**src/rtl/change_dispenser_pkg.sv**
```systemverilog
// ============================================================================
// change_pkg : shared states, coin identifiers and default parameter values
// Rev 1.0
// ============================================================================
`default_nettype none

package change_pkg;

  typedef enum logic [1:0] {
    IDLE = 2'd0,
    GIVE = 2'd1,
    DONE = 2'd2
  } state_t;

  typedef enum logic [1:0] {
    NONE = 2'd0,
    CIRC = 2'd1,
    TRI  = 2'd2,
    PENT = 2'd3
  } coin_t;

  localparam int DEF_VALUE_W   = 4;
  localparam int DEF_COUNT_W   = 2;
  localparam int DEF_MAX_COINS = 2;
  localparam int DEF_PENT_VAL  = 5;
  localparam int DEF_TRI_VAL   = 3;
  localparam int DEF_CIRC_VAL  = 1;
  localparam int DEF_INIT_CNT  = 3;

endpackage

`default_nettype wire

```
**src/rtl/change_dispenser_coin_picker.sv**
```systemverilog
// ============================================================================
// coin_picker : greedy choice of the largest in-stock coin not exceeding remaining
// Rev 1.0
// ============================================================================
`default_nettype none

module coin_picker import change_pkg::*; #(
  parameter int VALUE_W = DEF_VALUE_W,
  parameter int COUNT_W = DEF_COUNT_W
) (
  input  logic [VALUE_W-1:0] remaining,
  input  logic [COUNT_W-1:0] pent_cnt,
  input  logic [COUNT_W-1:0] tri_cnt,
  input  logic [COUNT_W-1:0] circ_cnt,
  input  logic [VALUE_W-1:0] pent_val,
  input  logic [VALUE_W-1:0] tri_val,
  input  logic [VALUE_W-1:0] circ_val,
  output coin_t              choice,
  output logic [VALUE_W-1:0] value,
  output logic               valid
);

  always_comb begin
    choice = NONE;
    value  = '0;
    valid  = 1'b0;
    if (pent_cnt != '0 && pent_val <= remaining) begin
      choice = PENT;
      value  = pent_val;
      valid  = 1'b1;
    end else if (tri_cnt != '0 && tri_val <= remaining) begin
      choice = TRI;
      value  = tri_val;
      valid  = 1'b1;
    end else if (circ_cnt != '0 && circ_val <= remaining) begin
      choice = CIRC;
      value  = circ_val;
      valid  = 1'b1;
    end
  end

endmodule

`default_nettype wire

```
**src/rtl/change_dispenser.sv**
```systemverilog
// ============================================================================
// change_dispenser : transaction FSM and coin inventory, one coin per clock
// Rev 1.0
// ============================================================================
`default_nettype none

module change_dispenser import change_pkg::*; #(
  parameter int VALUE_W   = DEF_VALUE_W,
  parameter int COUNT_W   = DEF_COUNT_W,
  parameter int MAX_COINS = DEF_MAX_COINS,
  parameter int PENT_VAL  = DEF_PENT_VAL,
  parameter int TRI_VAL   = DEF_TRI_VAL,
  parameter int CIRC_VAL  = DEF_CIRC_VAL,
  parameter int INIT_CNT  = DEF_INIT_CNT
) (
  input  logic               clock,
  input  logic               reset,
  input  logic               start,
  input  logic [VALUE_W-1:0] paid,
  input  logic [VALUE_W-1:0] cost,
  input  logic               restock,
  input  logic [COUNT_W-1:0] restock_pent,
  input  logic [COUNT_W-1:0] restock_tri,
  input  logic [COUNT_W-1:0] restock_circ,
  output logic               busy,
  output logic               coin_valid,
  output logic [VALUE_W-1:0] coin,
  output logic               done,
  output logic               exact_amount,
  output logic               not_enough_change,
  output logic               cough_up_more,
  output logic [VALUE_W-1:0] remaining,
  output logic [COUNT_W-1:0] pent_left,
  output logic [COUNT_W-1:0] tri_left,
  output logic [COUNT_W-1:0] circ_left
);

  localparam int                 CNT_W     = $clog2(MAX_COINS + 1);
  localparam logic [CNT_W-1:0]   LAST_COIN = CNT_W'(MAX_COINS - 1);
  localparam logic [VALUE_W-1:0] PENT_V    = VALUE_W'(PENT_VAL);
  localparam logic [VALUE_W-1:0] TRI_V     = VALUE_W'(TRI_VAL);
  localparam logic [VALUE_W-1:0] CIRC_V    = VALUE_W'(CIRC_VAL);
  localparam logic [COUNT_W-1:0] INIT_C    = COUNT_W'(INIT_CNT);

  state_t             state;
  logic [CNT_W-1:0]   coin_cnt;
  coin_t              pick;
  logic [VALUE_W-1:0] pick_value;
  logic               pick_valid;
  logic [VALUE_W-1:0] rem_next;

  coin_picker #(
    .VALUE_W (VALUE_W),
    .COUNT_W (COUNT_W)
  ) u_picker (
    .remaining (remaining),
    .pent_cnt  (pent_left),
    .tri_cnt   (tri_left),
    .circ_cnt  (circ_left),
    .pent_val  (PENT_V),
    .tri_val   (TRI_V),
    .circ_val  (CIRC_V),
    .choice    (pick),
    .value     (pick_value),
    .valid     (pick_valid)
  );

  assign rem_next   = remaining - pick_value;
  assign busy       = (state != IDLE);
  assign coin_valid = (state == GIVE) && pick_valid;
  assign coin       = coin_valid ? pick_value : '0;

  always_ff @(posedge clock) begin
    if (reset) begin
      state             <= IDLE;
      pent_left         <= INIT_C;
      tri_left          <= INIT_C;
      circ_left         <= INIT_C;
      remaining         <= '0;
      exact_amount      <= 1'b0;
      not_enough_change <= 1'b0;
      cough_up_more     <= 1'b0;
      coin_cnt          <= '0;
      done              <= 1'b0;
    end else begin
      done <= 1'b0;
      case (state)
        IDLE: begin
          // Restock takes priority over a simultaneous start.
          if (restock) begin
            pent_left <= restock_pent;
            tri_left  <= restock_tri;
            circ_left <= restock_circ;
          end else if (start) begin
            exact_amount      <= 1'b0;
            not_enough_change <= 1'b0;
            cough_up_more     <= 1'b0;
            coin_cnt          <= '0;
            if (paid < cost) begin
              cough_up_more <= 1'b1;
              remaining     <= '0;
              state         <= DONE;
              done          <= 1'b1;
            end else if (paid == cost) begin
              exact_amount <= 1'b1;
              remaining    <= '0;
              state        <= DONE;
              done         <= 1'b1;
            end else begin
              remaining <= paid - cost;
              state     <= GIVE;
            end
          end
        end
        GIVE: begin
          if (pick_valid) begin
            case (pick)
              PENT:    pent_left <= pent_left - COUNT_W'(1);
              TRI:     tri_left  <= tri_left  - COUNT_W'(1);
              CIRC:    circ_left <= circ_left - COUNT_W'(1);
              default: ;
            endcase
            remaining <= rem_next;
            coin_cnt  <= coin_cnt + CNT_W'(1);
            if (rem_next == '0 || coin_cnt == LAST_COIN) begin
              not_enough_change <= (rem_next != '0);
              state             <= DONE;
              done              <= 1'b1;
            end
          end else begin
            not_enough_change <= 1'b1;
            state             <= DONE;
            done              <= 1'b1;
          end
        end
        DONE:    state <= IDLE;
        default: state <= IDLE;
      endcase
    end
  end

endmodule

`default_nettype wire

```
**config.mk**
```make
export PLATFORM = sky130hd
export DESIGN_NAME = change_dispenser
export DESIGN_NICKNAME = d
export VERILOG_FILES = /design/src/rtl/change_dispenser_pkg.sv /design/src/rtl/change_dispenser_coin_picker.sv /design/src/rtl/change_dispenser.sv
export SDC_FILE = /design/constraint.sdc
export NUM_CORES = 1
export LEC_CHECK = 0
export ABC_AREA = 1
export CAP_MARGIN = 40
export CORE_ASPECT_RATIO = 1.4
export CORE_MARGIN = 2
export CORE_UTILIZATION = 44
export CTS_BUF_LIST = sky130_fd_sc_hd__clkbuf_8 sky130_fd_sc_hd__clkbuf_16
export DETAILED_ROUTE_END_ITERATION = 12
export GPL_TIMING_DRIVEN = 0
export PLACE_DENSITY = 0.71
export SYNTH_ARGS = -nofsm -noshare
export SYNTH_HDL_FRONTEND = slang
export SYNTH_HIERARCHICAL = 1
export SYNTH_SLANG_ARGS = --single-unit
```
**constraint.sdc**
```tcl
create_clock -name clock -period 3.5 [get_ports clock]
set_input_delay 0.525 -clock clock [delete_from_list [all_inputs] [get_ports clock]]
set_output_delay 0.525 -clock clock [all_outputs]
set_load 0.02 [all_outputs]
```
==> metrics.md, run 1 <==
| Metric | Value |
|---|---|
| Worst hold path type | flop to flop |
| Commonest register cell after synthesis | dfxtp_1 |
| CTS tree | done |
| Fin crit share | 90.42% |
| Initial antenna violation count | 0 |
| Std cell rows | 27 |
| Main combinational cell family by area after synthesis | simple AND/OR/NAND/NOR gates |
| Cells after DPL | 367 |
| ANT cells | 0 |
| Starting Density | about 45% |
| WL/cell | slightly below 10 µm |
| Setup TNS | 0 ps |
| Placer congestion estimate | a little under 0.8 |
| Total Wirelength | ~3600 µm |
| HPWL Detailed | around 3000 µm |
| Most common cell in the netlist | nand2_1 |
| Dominant cells by area after synthesis | dfxtp_1 21%, ha_1 14%, nand2_1 11% |
| Critical setup path kind | flop to flop |
| Vias per inst | approximately 4.7 |
| CTS max path bufs | 2 |
| Syn avg cell area | roughly 6.6 µm² |
| Total CTS buffers | 3 |
| Max cap viols | 0 |
| Area growth syn-to-layout | 32.34% |
| Crit-path max cell delay | about 450 ps |
| Post-synth top cells | 52 x nand2_1, 44 x inv_1, 30 x nor2_1, 26 x nand3_1, 20 x ha_1 |
| Die Wd | approximately 57 µm |
| Seq cells post-synth | 18 |
| Crit end category | flop |
| Chip height | 78.76 µm |
| Final setup skew | around 2.5 ps |
| DRC viols | 0 |
| Worst-path cell chain | inv_1 -> ha_1 -> nand2_1 -> inv_2 -> nand2_1 -> nand2_1 -> nand2_1 -> nand2_2 -> buf_6 -> nand2_1 -> nor2_1 -> nor2_1 -> ha_1 -> inv_1 -> fa_1 -> or2_0 -> nor2_1 -> nand3_1 -> nand3_2 -> nand3_2 -> nand2_2 -> a21oi_2 |
| First-pass GRT wire length | between 6000 and 7000 µm |
| RSZ-0062 raised after global routing | no |
| Yosys warns | 6 |
| Most frequent CP cell | nand2_1 |
| Clock-pin slew on the worst setup and hold paths | ~70 ps |
| Antenna Nets Post-Route | 0 |
| Post-synthesis simple-gate area fraction | about 33% |
| Pre-antenna DRT Iters | 4 |
| Asr flop ratio synth | 0% |
| Crit-path max FO | 10 |
| Critical Path AT | approximately 3300 ps |
| Grt ovf | 0 |
| Post-synthesis compound-gate area fraction | ~17% |
| VDD IR-drop max | ~0.00044 V |
| # port buffers | 36 |
| Synth Cell Area | roughly 1800 µm² |
| Seq/Total Area, Yosys | between 20% and 30% |
| CP max stage cell | fa_1 |
| Share of layout cells above drive strength 1 | around a tenth |
| Global Route Usage Sum | about 18% |
| Synth unique cells | 34 |
| Cell leakage power | ~1.2 nW |
| Post-Synthesis Cells | 266 |
| Sink Count | 18 |
| Final net count | around 370 |
| Clk Latency, worst-skew pair | approximately 260 ps |
| Mux share of post-synthesis cell area | 0% |
| Max H-tree Level | 1 |
| DR iter-0 viols | 39 |
| Status | finished clean |
| Core area | 3885 µm² |
| I/O Pins | 38 |
| Setup violations, final | 0 |
| CTS Root Buffer Type | clkbuf_8 |
| Post-synth EDFFs | 0 |
| Data required time of the critical path | between 3000 and 4000 ps |
| Tmin final | between 3000 and 4000 ps |
| Fillers | ~390 |
| Final cell count without fillers | 371 |
| Final hold violation count | 0 |
| Adder-cell share of the synthesized area | ~17% |
| Post-synth top area cell | dfxtp_1 |
| Highest clock rate | about 320 MHz |
| Share of the synthesized area in the top cell type | between 20% and 30% |
| Max-slew violations | 0 |
| Via count | 1740 |
| Startpoint Class | flop |
| Largest net degree at the start of global routing | 11 |
| Vias in the first global route | 1538 |
| Die area | 4521 µm² |
| Pwr dens | 559.9 nW/µm² |
| Synth Area in XOR/XNOR | 0% |
[through the flow]
| step | power [mW] | hold slack [ps] | worst slack, ps | cell area [µm²] | util [%] |
|---|---|---|---|---|---|
| final | 1.302 | 469.9 | 335.2 | 2325 | 59.84 |
| after global routing | 1.445 | 490.4 | 15.34 | 2325 | 59.84 |
| after CTS | 1.305 | 474.5 | 152.5 | 2308 | 59.42 |
| after detailed placement | 1.126 | 459.1 | 176.2 | 2253 | 58.00 |
| after global placement | 1.116 | 456.9 | 218.5 | 2253 | 58.00 |
| after floorplan | 0.9000 | 471.8 | 449.1 | 1839 | - |
[worst max-delay path: cells and delay by family, from the launching register on]
family | cells | cell delay, ps
simple gates | 14 | 1360
compound gates | 1 | 40
flops | 1 | 370
buf+inv | 4 | 310
fa+ha+maj | 3 | 940
[cell usage in the layout (no fill, tap or decap), types with 4 or more instances in the layout]
master and n:
a21oi_1 16, a21oi_2 4, clkbuf_8 5, clkdlybuf4s50_1 36, conb_1 24, dfxtp_1 15, ha_1 20, inv_1 44
nand2_1 51, nand3_1 26, nor2_1 30, o211ai_1 4, o21ai_0 10, o21ai_1 4
[kinds of logic after synthesis]
group	after synthesis
simple gates	125
buf+inv	53
compound gates	46
fa+ha+maj	22
flops	18
other cells	2
[routing by layer]
metal  vias up  global-route usage (%)  share of wire (%)  wire length, µm
met5         -                       0                  0                0
met3         5                   1.466                3.1              114
met4         0                   5.581                1.3               46
met2        29                   31.25                 49             1769
li1        957                       -                  -                -
met1       749                   22.91                 47             1710
[registers in the layout, summed over array words and instances, names as in the netlist]
name	cells
done	1
state	2
not_enough_change	1
tri_left	2
coin_cnt	2
circ_left	2
remaining	4
pent_left	2
exact_amount	1
cough_up_more	1
[timing repair]
item | CTS | global route
endpoints found under the setup margin | 0 | 4
gates resized for setup | 0 | 6
hold buffers | 0 | 0
buffers inserted | 0 | 0
[area by class of cell]
class	instances	area, µm²	share of cell area [%]
inverter	49	185.2	7.966
tap	43	53.80	2.314
timing repair buffer	36	360.3	15.50
clock buffer	4	55.05	2.368
sequential	18	366.6	15.77
buffer	4	40.04	1.722
multi-input combinational	217	1264	54.36
[power breakdown]
group          switching [mW]  internal [mW]  leakage, nW
clock                  0.0716          0.100       0.0288
sequential             0.0550          0.255        0.150
combinational           0.475          0.344         1.01
total                   0.602          0.700         1.19
[path summary, 6_finish.rpt]
check / from / end / slack (ps) / depth (start not counted)
hold reg to reg: not_enough_change / not_enough_change / 470 / 2
setup reg to reg: remaining[3] / not_enough_change / 340 / 22
setup / recovery: remaining[3] / not_enough_change / 340 / 22
hold / removal: not_enough_change / not_enough_change / 470 / 2
Note: power is estimated with default switching activity, not from simulation.
==> run 2, diff against run 1 <==
Settings changed: MAX_ROUTING_LAYER from default to met4, SKIP_CTS_REPAIR_TIMING from default to 1.
==> run 2 against run 1 <==
Compared with the run above: final cell count unchanged; final area unchanged; critical path type unchanged; largest cell class unchanged; register-to-register slack about the same; sequential power about the same; setup slack better by 0.53 ps.
==> metrics.md, run 2 (synthesized netlist as in run 1, its figures left out) <==
| Metric | Value |
|---|---|
| Status | finished clean (unchanged) |
| Startpoint Class | flop (unchanged) |
| Fin crit share | 90.41% (was 90.42%) |
| Cells after DPL | 367 (unchanged) |
| Tmin final | 3164 ps (was 3165 ps) |
| Final net count | 369 (unchanged) |
| Most common cell after layout, fill and taps aside | nand2_1 (unchanged) |
| Share of layout cells above drive strength 1 | 10.67% (unchanged) |
| Area growth syn-to-layout | 32.34% (unchanged) |
| RSZ-0062 raised after global routing | no (unchanged) |
| Max FFs per register | 4 (unchanged) |
| Max-slew violations | 0 (unchanged) |
| Crit end category | flop (unchanged) |
| CTS Root Buffer Type | clkbuf_8 (unchanged) |
| ANT cells | 0 (unchanged) |
| Clk Latency, worst-skew pair | 260 ps (about the same) |
| Sink Count | 18 (unchanged) |
| Cell leakage power | 1.188 nW (unchanged) |
| CTS max path bufs | 2 (unchanged) |
| Antenna Nets Post-Route | 0 (unchanged) |
| Max cap viols | 0 (unchanged) |
| Die area | 4521 µm² (unchanged) |
| Critical Path AT | 3300 ps (about the same) |
| WL/cell | 9.809 µm (was 9.811 µm) |
| Global Route Usage Sum | 18.35% (was 17.88%) |
| Clock-pin slew on the worst setup and hold paths | 70 ps (about the same) |
| Commonest cells after routing, fill and taps aside | 51 x nand2_1, 44 x inv_1, 36 x clkdlybuf4s50_1 (unchanged) |
| Via count | 1744 (was 1740) |
| Pwr dens | 559.9 nW/µm² (about the same) |
| Biggest register | remaining (unchanged) |
| Worst hold path type | flop to flop (unchanged) |
| R2r setup slk | 340 ps (about the same) |
| Placer congestion estimate | 0.7896 (was 0.7789) |
| Chip height | 78.76 µm (unchanged) |
| Final hold violation count | 0 (unchanged) |
| Vias per inst | 4.701 (was 4.690) |
| First-pass GRT wire length | 6520 µm (unchanged) |
| DR iter-0 viols | 41 (was 39) |
| Data required time of the critical path | 3630 ps (about the same) |
| Fillers | 387 (unchanged) |
| Final setup skew | 2.907 ps (was 2.538 ps) |
| Final cell count without fillers | 371 (unchanged) |
| Grt ovf | 0 (unchanged) |
| I/O Pins | 38 (unchanged) |
| HPWL Detailed | 3022 µm (unchanged) |
| Crit-path max FO | 10 (unchanged) |
| VDD IR-drop max | 0.0004429 V (about the same) |
| Critical setup path kind | flop to flop (unchanged) |
| DRC viols | 0 (unchanged) |
| Die Wd | 57.40 µm (unchanged) |
| Core area | 3885 µm² (unchanged) |
| Setup violations, final | 0 (unchanged) |
| CTS tree | done (unchanged) |
| Vias in the first global route | 1538 (unchanged) |
| Total CTS buffers | 3 (unchanged) |
| Max H-tree Level | 1 (unchanged) |
| Setup TNS | 0 ps (unchanged) |
| Highest clock rate | 316.0 MHz (about the same) |
| Pre-antenna DRT Iters | 4 (unchanged) |
| Largest net degree at the start of global routing | 11 (unchanged) |
| Std cell rows | 27 (unchanged) |
| Total Wirelength | 3639 µm (was 3640 µm) |
| # port buffers | 36 (unchanged) |
| Initial antenna violation count | 0 (unchanged) |
| Starting Density | 45.22% (unchanged) |
==> run 2: cell counts in the layout (fill, tap and decap cells not counted) <==
Identical to the previous run, type by type.
==> run 2: report_power, final <==
group / internal (mW) / leakage [nW] / switching, mW
registers: 0.255 / 0.150 / 0.0549
logic: 0.344 / 1.01 / 0.475
clock network: 0.100 / 0.0288 / 0.0718
total: 0.700 / 1.19 / 0.602
==> run 2: cell type report <==
type / instances / area (µm²) / share of cell area, %
plain buffers: 4 / 40.04 / 1.722
clock buffers: 4 / 55.05 / 2.368
flip-flops and latches: 18 / 366.6 / 15.77
multi-input cells: 217 / 1264 / 54.36
inverters: 49 / 185.2 / 7.966
repair buffers: 36 / 360.3 / 15.50
well taps: 43 / 53.80 / 2.314
==> run 2: routing by layer <==
layer | global-route usage, % | up-vias | share of wire, %
met4 | 5.581 | 0 | 1.3
li1 | - | 957 | -
met2 | 31.25 | 33 | 49
met1 | 22.91 | 749 | 47
met3 | 1.466 | 5 | 3.3
met5 | - | - | 0
==> run 2: final timing paths <==
| kind | from | depth (start not counted) | end |
|---|---|---|---|
| worst max-delay path | remaining[3] | 22 | not_enough_change |
| worst min-delay path | not_enough_change | 2 | not_enough_change |
| worst max register to register | remaining[3] | 22 | not_enough_change |
| worst min register to register | not_enough_change | 2 | not_enough_change |
==> run 2: per-stage QoR <==
stage	instance area, µm²	hold WS (ps)	util, %	worst slack (ps)	total power [mW]
final	2325	469.9	59.84	335.7	1.302
after global routing	2325	490.4	59.84	15.54	1.445
after CTS	2308	474.5	59.42	152.5	1.305
after detailed placement	2253	459.1	58.00	176.2	1.126
after global placement	2253	456.9	58.00	218.5	1.116
after floorplan	1839	471.8	-	449.1	0.9000
==> run 2: worst max-delay path, cell delays in order (launching register included) <==
cell	delay, ps
dfxtp_2	370
inv_1	90
ha_1	320
nand2_1	80
inv_2	40
nand2_1	50
nand2_1	40
nand2_1	90
nand2_2	60
buf_6	130
nand2_1	60
nor2_1	40
nor2_1	150
ha_1	170
inv_1	50
fa_1	450
or2_0	230
nor2_1	150
nand3_1	140
nand3_2	100
nand3_2	90
nand2_2	80
a21oi_2	40
